### src/rtl/serial_subtractor_if.sv
// serial_subtractor_if: start/operand/result bundle between controller and serial subtractor
interface serial_subtractor_if #(parameter int WIDTH = 8);
  logic start;
  logic [WIDTH-1:0] a;
  logic [WIDTH-1:0] b;
  logic busy;
  logic done;
  logic [WIDTH-1:0] diff;
  logic borrow;
  modport master(output start, a, b, input busy, done, diff, borrow);
  modport slave(input start, a, b, output busy, done, diff, borrow);
endinterface

### src/rtl/serial_subtractor.sv
// serial_subtractor: bit-serial a - b, LSB first, one bit per clock with start/busy/done handshake
module serial_subtractor #(
  parameter int WIDTH = 8
) (
  input logic clk,
  input logic rst_n,
  serial_subtractor_if.slave s
);
  localparam int CW = $clog2(WIDTH) + 1;
  typedef enum logic [1:0] {IDLE, RUN, DONE} state_t;
  state_t state;
  logic [WIDTH-1:0] a_sr, b_sr;
  logic [WIDTH-2:0] res_sr;
  logic [CW-1:0] cnt;
  logic br, d, br_nx;
  logic [WIDTH-1:0] res_nx;
  always_comb begin
    d = a_sr[0] ^ b_sr[0] ^ br;
    br_nx = (~a_sr[0] & b_sr[0]) | (~(a_sr[0] ^ b_sr[0]) & br);
    res_nx = {d, res_sr};
  end
  assign s.busy = state != IDLE;
  assign s.done = state == DONE;
  always_ff @(posedge clk or negedge rst_n) begin
    if (!rst_n) begin
      state <= IDLE;
      a_sr <= '0;
      b_sr <= '0;
      res_sr <= '0;
      cnt <= '0;
      br <= 1'b0;
      s.diff <= '0;
      s.borrow <= 1'b0;
    end else begin
      case (state)
        IDLE: if (s.start) begin
          a_sr <= s.a;
          b_sr <= s.b;
          br <= 1'b0;
          cnt <= '0;
          state <= RUN;
        end
        RUN: begin
          a_sr <= a_sr >> 1;
          b_sr <= b_sr >> 1;
          br <= br_nx;
          res_sr <= res_nx[WIDTH-1:1];
          cnt <= cnt + CW'(1);
          if (cnt == CW'(WIDTH - 1)) begin
            s.diff <= res_nx;
            s.borrow <= br_nx;
            state <= DONE;
          end
        end
        DONE: state <= IDLE;
        default: state <= IDLE;
      endcase
    end
  end
endmodule

### src/flat_wrapper.sv
// flat-port wrapper written by rule: the top's interface ports become plain ports
module serial_subtractor_flat 
#(
  parameter int WIDTH = 8
)
  (clk, rst_n, s_start, s_a, s_b, s_busy, s_done, s_diff, s_borrow);
  serial_subtractor_if #(.WIDTH(WIDTH)) s_i ();
  input logic clk;
  input logic rst_n;
  input wire logic [$bits(s_i.start)-1:0] s_start;
  input wire logic [$bits(s_i.a)-1:0] s_a;
  input wire logic [$bits(s_i.b)-1:0] s_b;
  output wire logic [$bits(s_i.busy)-1:0] s_busy;
  output wire logic [$bits(s_i.done)-1:0] s_done;
  output wire logic [$bits(s_i.diff)-1:0] s_diff;
  output wire logic [$bits(s_i.borrow)-1:0] s_borrow;
  assign s_i.start = s_start;
  assign s_i.a = s_a;
  assign s_i.b = s_b;
  assign s_busy = s_i.busy;
  assign s_done = s_i.done;
  assign s_diff = s_i.diff;
  assign s_borrow = s_i.borrow;
  serial_subtractor #(.WIDTH(WIDTH)) u_core (.clk(clk), .rst_n(rst_n), .s(s_i));
endmodule
### config.mk
export PLATFORM = sky130hd
export DESIGN_NAME = serial_subtractor_flat
export DESIGN_NICKNAME = d
export VERILOG_FILES = /design/src/rtl/serial_subtractor_if.sv /design/src/rtl/serial_subtractor.sv /design/src/flat_wrapper.sv
export SDC_FILE = /design/constraint.sdc
export NUM_CORES = 1
export LEC_CHECK = 0
export CAP_MARGIN = 20
export CORE_MARGIN = 2
export CORE_UTILIZATION = 45
export DETAILED_ROUTE_END_ITERATION = 6
export PLACE_DENSITY = 0.72
export SYNTH_ARGS = -nofsm -noshare
export SYNTH_HDL_FRONTEND = slang
export SYNTH_SLANG_ARGS = --single-unit
### constraint.sdc
create_clock -name clk -period 2.19 [get_ports clk]
set_clock_uncertainty 0.2 [all_clocks]
set_input_delay 0.3285 -clock clk [delete_from_list [all_inputs] [get_ports clk]]
set_output_delay 0.3285 -clock clk [all_outputs]
set_load 0.05 [all_outputs]
# Word-level counts from Yosys, hierarchy flattened
# Cells that the tools add are included.
# op_classes
n_addsub	1
n_eq_ne	5
mux	11
bitwise_logic	7
reduce_logical	6
# ops
operator	count
$pmux 8 s2	2
$mux 8	2
$pmux 4 s2	1
$reduce_and 2->1	3
$add 4x1->4 const B	1
$eq 4x3->1 const B	1
$mux 2	2
$mux 4	1
$pmux 2 s2	1
$reduce_bool 2->1	2
$and 1x1->1	2
$eq 2x1->1 const B	1
$eq 2x2->1 const B	1
$logic_not 2->1	1
$ne 2x1->1 const B	1
$ne 2x2->1 const B	1
$not 1->1	2
$pmux 1 s2	1
$xor 1x1->1	2
$mux 1	1
$or 1x1->1	1
# word_totals
reg_bits	39
inputBits	19
output_inout_bits	11
wordCells	38

# Logic depth before layout (Yosys ltp)
# Gate-level depths: netlist of run 1.
# logic_depth
word_depth	5
depth_mapped	5
ltp_nobuf	4

# Worst setup path after synthesis of run 1
# OpenSTA, ideal clock, no wires.
# synth_path
kind	register -> output
start	register u_core.state[0]
end	output s_done
arrival_ns	1.473
required_ns	1.661
path_slack_ns	0.189
path_stages_with_launch	4
path_buffers	2
cell_sequence	dfrtp_1 -> clkbuf_1 -> buf_2 -> nor2b_1
# synth_via
elab_chain_len	1
# synth_lines
item	line	text
start, declared	serial_subtractor.sv:11	state_t state;
start signal, assigned	serial_subtractor.sv:26	state <= IDLE;
start signal, assigned	serial_subtractor.sv:41	state <= RUN;
start signal, assigned	serial_subtractor.sv:52	state <= DONE;
$eq 2x2->1	serial_subtractor.sv:23	assign s.done = state == DONE;
end, declared	flat_wrapper.sv:14	output wire logic [$bits(s_i.done)-1:0] s_done;
# Every way passes these cells.

# Worst setup path after layout of run 1
# layout_path
start	register u_core.s.diff[3]
end	output s_diff[3]
# layout_lines
item	line	text
start, declared	serial_subtractor_if.sv:11	modport slave(input start, a, b, output busy, done, diff, borrow);
start signal, assigned	serial_subtractor.sv:50	s.diff <= res_nx;
end, declared	flat_wrapper.sv:15	output wire logic [$bits(s_i.diff)-1:0] s_diff;
# No word-level cell between the ends.

==> results.ini, run 1 <==
[min_path]
hp-class = in -> async

[job]
cap_violations = 0

[drt]
drc = 0
routedWlPerCell_um = 14.6
routed_wl_mm = 3.43
ant_nets = 0
drt_iter0_drc = 64
vias = 1265
drt_pass1_iterations = 4
viasPerCell = 5.41

[finish]
fin_nets = 208
layout_common_cells = 39 x nand2_1, 39 x dfrtp_1, 26 x clkdlybuf4s50_1
drive_gt1_share_pct = 15.4
diodes = 0
syn_to_final_growth_pct = 30.3
fin_area_mm2 = 0.00212
fillCellCount = 285

[pwr]
vdd_drop_max_uv = 767
powerDensity_mw_per_mm2 = 1490
leakage_nw = 0.944
fin_total_pwr_mw = 3.17

[sta]
tightest_slew_ns = 0.645
rsz0062_at_grt = no
min_period_ns = 2.06
timing.fmax_mhz = 485
setup_viol = 0
fin_crit_sh_pct = 94.1
hold_viol_final = 0
slew_violations = 0
slew_headroom_pct = 56.9
fin_tns_setup_ns = 0

[critical_path]
r2r-end = u_core.s.diff[3]
path_buf_inv = 1
crit_start = u_core.s.diff[3]
path_cells = clkdlybuf4s50_1
r2r-start = u_core.cnt[0]
crit_family = buffers and inverters
crit_path_end = s_diff[3]
slowest_stage = clkdlybuf4s50_1
arrival_ns = 1.53
cp.depth = 1
startpoint_type = flip-flop
end_kind = output pin
crit_type = reg -> out
reg2reg_slack_ns = 0.38
reg2reg_depth = 4
cpPeakStageDelay_ns = 0.81
worstPathMaxFanout = 2
crit_required_ns = 1.66

[floorplan]
start_util_pct = 47.7
design.core.area_mm2 = 0.00342
num_io_pins = 30
die_area_mm2 = 0.00412
num_rows = 21
die_h_um = 64.2
die_x_um = 64.2

[logic_synthesis]
ys_seq_area_share_pct = 59.9
yosysWarnings = 0
ys_seq_elements = 39
ys_types = 21
synthCells = 151
syn_nets = 172
syn-mean-instance-area_um2 = 10.8
syn-cell-area_mm2 = 0.00163

[place]
placed_area_mm2 = 0.00203
dp_hpwl_mm = 2.42
portBuffers = 29
place_congestion = 0.756

[cts]
path_clk_slew_ns = 0.11
clock_latency_ns = 0.34
cts_num_sinks = 39
cts_tree = yes
cts_inserted_buffers = 5
cts_root_buf = clkbuf_4
ctsResizeCount = 0
max-clock-path-buffers = 2
htree_levels = 2

[global_route]
grt_pass1_wl_mm = 6.11
antenna_found_initial = 0
grt.total_usage_pct = 19.5
overflow = 0
grt_pass1_vias = 1326
grt_max_degree = 23

[status]
status = finished, final reports clean

-- cell type report --
class | instances | area (µm²) | area share [%]
flip-flops and latches | 39 | 976 | 46.0
clock buffers | 6 | 51.3 | 2.42
well taps | 46 | 57.6 | 2.71
clock inverters | 2 | 35.0 | 1.65
inverters | 4 | 15.0 | 0.708
repair buffers | 38 | 388 | 18.3
multi-input cells | 99 | 599 | 28.2
-- how the worst min path moves through the flow --
stage,slack (ns),end,start,depth (start not counted)
final,0.24,u_core.a_sr[1],rst_n,2
after global routing,0.28,u_core.b_sr[6],rst_n,2
after CTS,0.24,u_core.a_sr[1],rst_n,2
after detailed placement,0.1,u_core.b_sr[6],rst_n,1
after global placement,0.09,u_core.b_sr[6],rst_n,1
after floorplan,-0.17,u_core.a_sr[0],rst_n,0
-- cell families after synthesis --
logic type,after synthesis,synth area share [%]
compound gates,36,14.4
simple gates,51,13.5
buf+inv,13,3.30
fa+ha+maj,2,2.00
flops,39,59.9
mux,10,6.84
-- through the flow --
step / utilization (%) / hold WS, ns / std cells / setup WS (ns)
after detailed placement: 59.3 / 0.0957 / 225 / 0.365
after global placement: 59.3 / 0.0874 / 225 / 0.453
after floorplan: - / -0.167 / 151 / 0.189
after CTS: 62.1 / 0.238 / 234 / 0.101
after global routing: 62.1 / 0.280 / 234 / 0.0498
final: 62.1 / 0.245 / 234 / 0.128
-- sequential cells by signal (all words and copies together), names as in the netlist --
signal           cells
u_core.br            1
u_core.cnt           4
u_core.s.borrow      1
u_core.s.diff        8
u_core.a_sr          8
u_core.b_sr          8
u_core.res_sr        7
u_core.state         2
-- per-layer routing --
| layer | vias up | global-route usage, % | wire length, µm |
|---|---|---|---|
| met5 | - | 0 | 0 |
| met4 | 0 | 9.04 | 43 |
| met3 | 4 | 5.99 | 116 |
| met2 | 21 | 31.1 | 1750 |
| met1 | 647 | 24.3 | 1520 |
| li1 | 593 | - | - |
-- report_power, final --
part / switching [mW] / internal [mW]
logic: 0.863 / 0.584
registers: 0.196 / 1.03
clock network: 0.231 / 0.270
-- cell usage after synthesis --
master     n  area [µm²]
a22o_1     2        17.5
nor2b_1    3        18.8
or3_1      1        6.26
clkbuf_1   5        18.8
nor3_4     1        16.3
fa_1       1        20.0
a21oi_1    1        5.00
nand3_1    3        15.0
mux2i_1    1        10.0
nand2b_1   1        6.26
ha_1       1        12.5
o21ai_0   16        80.1
o21bai_1   1        7.51
a22oi_1   14         105
inv_1      4        15.0
nor2_1     3        11.3
dfrtp_1   39         976
a32o_1     2        20.0
nand2_1   39         146
buf_2      4        20.0
mux2_2     9         101
-- timing repair --
action	4_1_cts	5_1_grt
hold buffers	1	0
setup buffers	0	0
hold endpoints to repair	17	0
Power figures use the tool's default switching activity.
==> run 2, diff against run 1 <==
--- a/config.mk
+++ b/config.mk
@@ -8,8 +8,11 @@
 export CAP_MARGIN = 20
 export CORE_MARGIN = 2
 export CORE_UTILIZATION = 45
+export CTS_CLUSTER_SIZE = 12
 export DETAILED_ROUTE_END_ITERATION = 6
+export MAX_ROUTING_LAYER = met4
 export PLACE_DENSITY = 0.72
 export SYNTH_ARGS = -nofsm -noshare
 export SYNTH_HDL_FRONTEND = slang
 export SYNTH_SLANG_ARGS = --single-unit
+export TNS_END_PERCENT = 20
==> run 2 against run 1 <==
Maximum frequency barely moved. Clock power hardly changed. Global-route usage grew 0.62 points. Die area unchanged. Critical path depth stayed put. Combinational power hardly changed. Total power barely moved. Sequential share of layout area is the same.
==> results.ini, run 2 (same netlist as run 1, synthesis figures left out) <==
[finish]
diodes = 0
layout_common_cells = 39 x nand2_1, 39 x dfrtp_1, 26 x clkdlybuf4s50_1
largestRegisters = u_core.a_sr x8, u_core.b_sr x8, u_core.s.diff x8
fin_nets = 208
drive_gt1_share_pct = 15.4
syn_to_final_growth_pct = 30.3
utilization_pct = 62.1

[critical_path]
end_kind = output pin
r2r-end = u_core.s.diff[3]
crit_required_ns = 1.66
crit_path_end = s_diff[3]
crit_type = reg -> out
reg2reg_slack_ns = 0.38
path_buf_inv = 1
reg2reg_depth = 4
arrival_ns = 1.53
worstPathMaxFanout = 2
crit_family = buffers and inverters
cp.depth = 1
r2r-start = u_core.cnt[0]
crit_start = u_core.s.diff[3]
slowest_stage = clkdlybuf4s50_1
cpPeakStageDelay_ns = 0.81
startpoint_type = flip-flop
path_cells = clkdlybuf4s50_1

[sta]
tightest_slew_ns = 0.661
rsz0062_at_grt = no
hold_viol_final = 0
worst_slack_ns = 0.128
timing.fmax_mhz = 485
slew_violations = 0
fin_crit_sh_pct = 94.2
fin_tns_setup_ns = 0
slew_headroom_pct = 55.8
setup_viol = 0
min_period_ns = 2.06

[drt]
drt_iter0_drc = 46
routedWlPerCell_um = 14.7
drc = 0
ant_nets = 0
routed_wl_mm = 3.45
drt_pass1_iterations = 4
viasPerCell = 5.38
vias = 1259

[cts]
htree_levels = 2
cts_tree = yes
max-clock-path-buffers = 2
cts_root_buf = clkbuf_4
clock_latency_ns = 0.35
path_clk_slew_ns = 0.11
cts_inserted_buffers = 5
cts_num_sinks = 39

[status]
status = finished, final reports clean

[place]
dp_hpwl_mm = 2.42
preCtsSetupSlack_ns = 0.365
portBuffers = 29
place_congestion = 0.766

[pwr]
powerDensity_mw_per_mm2 = 1500
leakage_nw = 0.944
fin_total_pwr_mw = 3.18
vdd_drop_max_uv = 771

[floorplan]
num_rows = 21
start_util_pct = 47.7
die_x_um = 64.2
design.core.area_mm2 = 0.00342
num_io_pins = 30
die_h_um = 64.2
die_area_mm2 = 0.00412

[job]
cap_violations = 0

[global_route]
grt_pass1_vias = 1324
antenna_found_initial = 0
grt_max_degree = 23
grt.total_usage_pct = 20.1
overflow = 0
grt_pass1_wl_mm = 6.13

[min_path]
hp-class = in -> async

## run 2: what timing repair did
item,CTS,global route
buffers inserted,0,0
hold endpoints to repair,17,0
hold buffers,1,0
gates resized for setup,0,0
## run 2: layer usage
metal  vias to the layer above  track usage [%]  share of wire (%)
met5                         -                -                  0
met4                         0             9.04                1.2
met3                         4             5.99                3.7
met2                        24             31.0                 51
met1                       639             24.6                 44
li1                        592                -                  -
## run 2: worst min-delay path by stage
| stage | slack [ns] | to | startpoint | depth (start not counted) |
|---|---|---|---|---|
| after floorplan | -0.17 | u_core.a_sr[0] | rst_n | 0 |
| after global placement | 0.09 | u_core.b_sr[6] | rst_n | 1 |
| after detailed placement | 0.1 | u_core.b_sr[6] | rst_n | 1 |
| after CTS | 0.24 | u_core.a_sr[1] | rst_n | 2 |
| after global routing | 0.28 | u_core.b_sr[6] | rst_n | 2 |
| final | 0.24 | u_core.a_sr[1] | rst_n | 2 |
## run 2: report_power, final
group | total [mW] | switching, mW | internal, mW
logic | 1.45 | 0.865 | 0.585
clock network | 0.502 | 0.232 | 0.270
registers | 1.22 | 0.197 | 1.03
total | 3.18 | 1.29 | 1.88
## run 2: through the flow
stage	hold slack (ns)	instances	cell area, µm²
finish	0.244	234	2120
global route	0.280	234	2120
CTS	0.238	234	2120
detailed placement	0.0957	225	2030
global placement	0.0874	225	2030
floorplan	-0.167	151	1630
## run 2: final cells by class
class                           instances  area (µm²)
Inverter                                4        15.0
Sequential cell                        39         976
Tap cell                               46        57.6
Multi-Input combinational cell         99         599
Clock buffer                            6        51.3
Timing Repair Buffer                   38         388
Fill cell                             285        1290
Clock inverter                          2        35.0
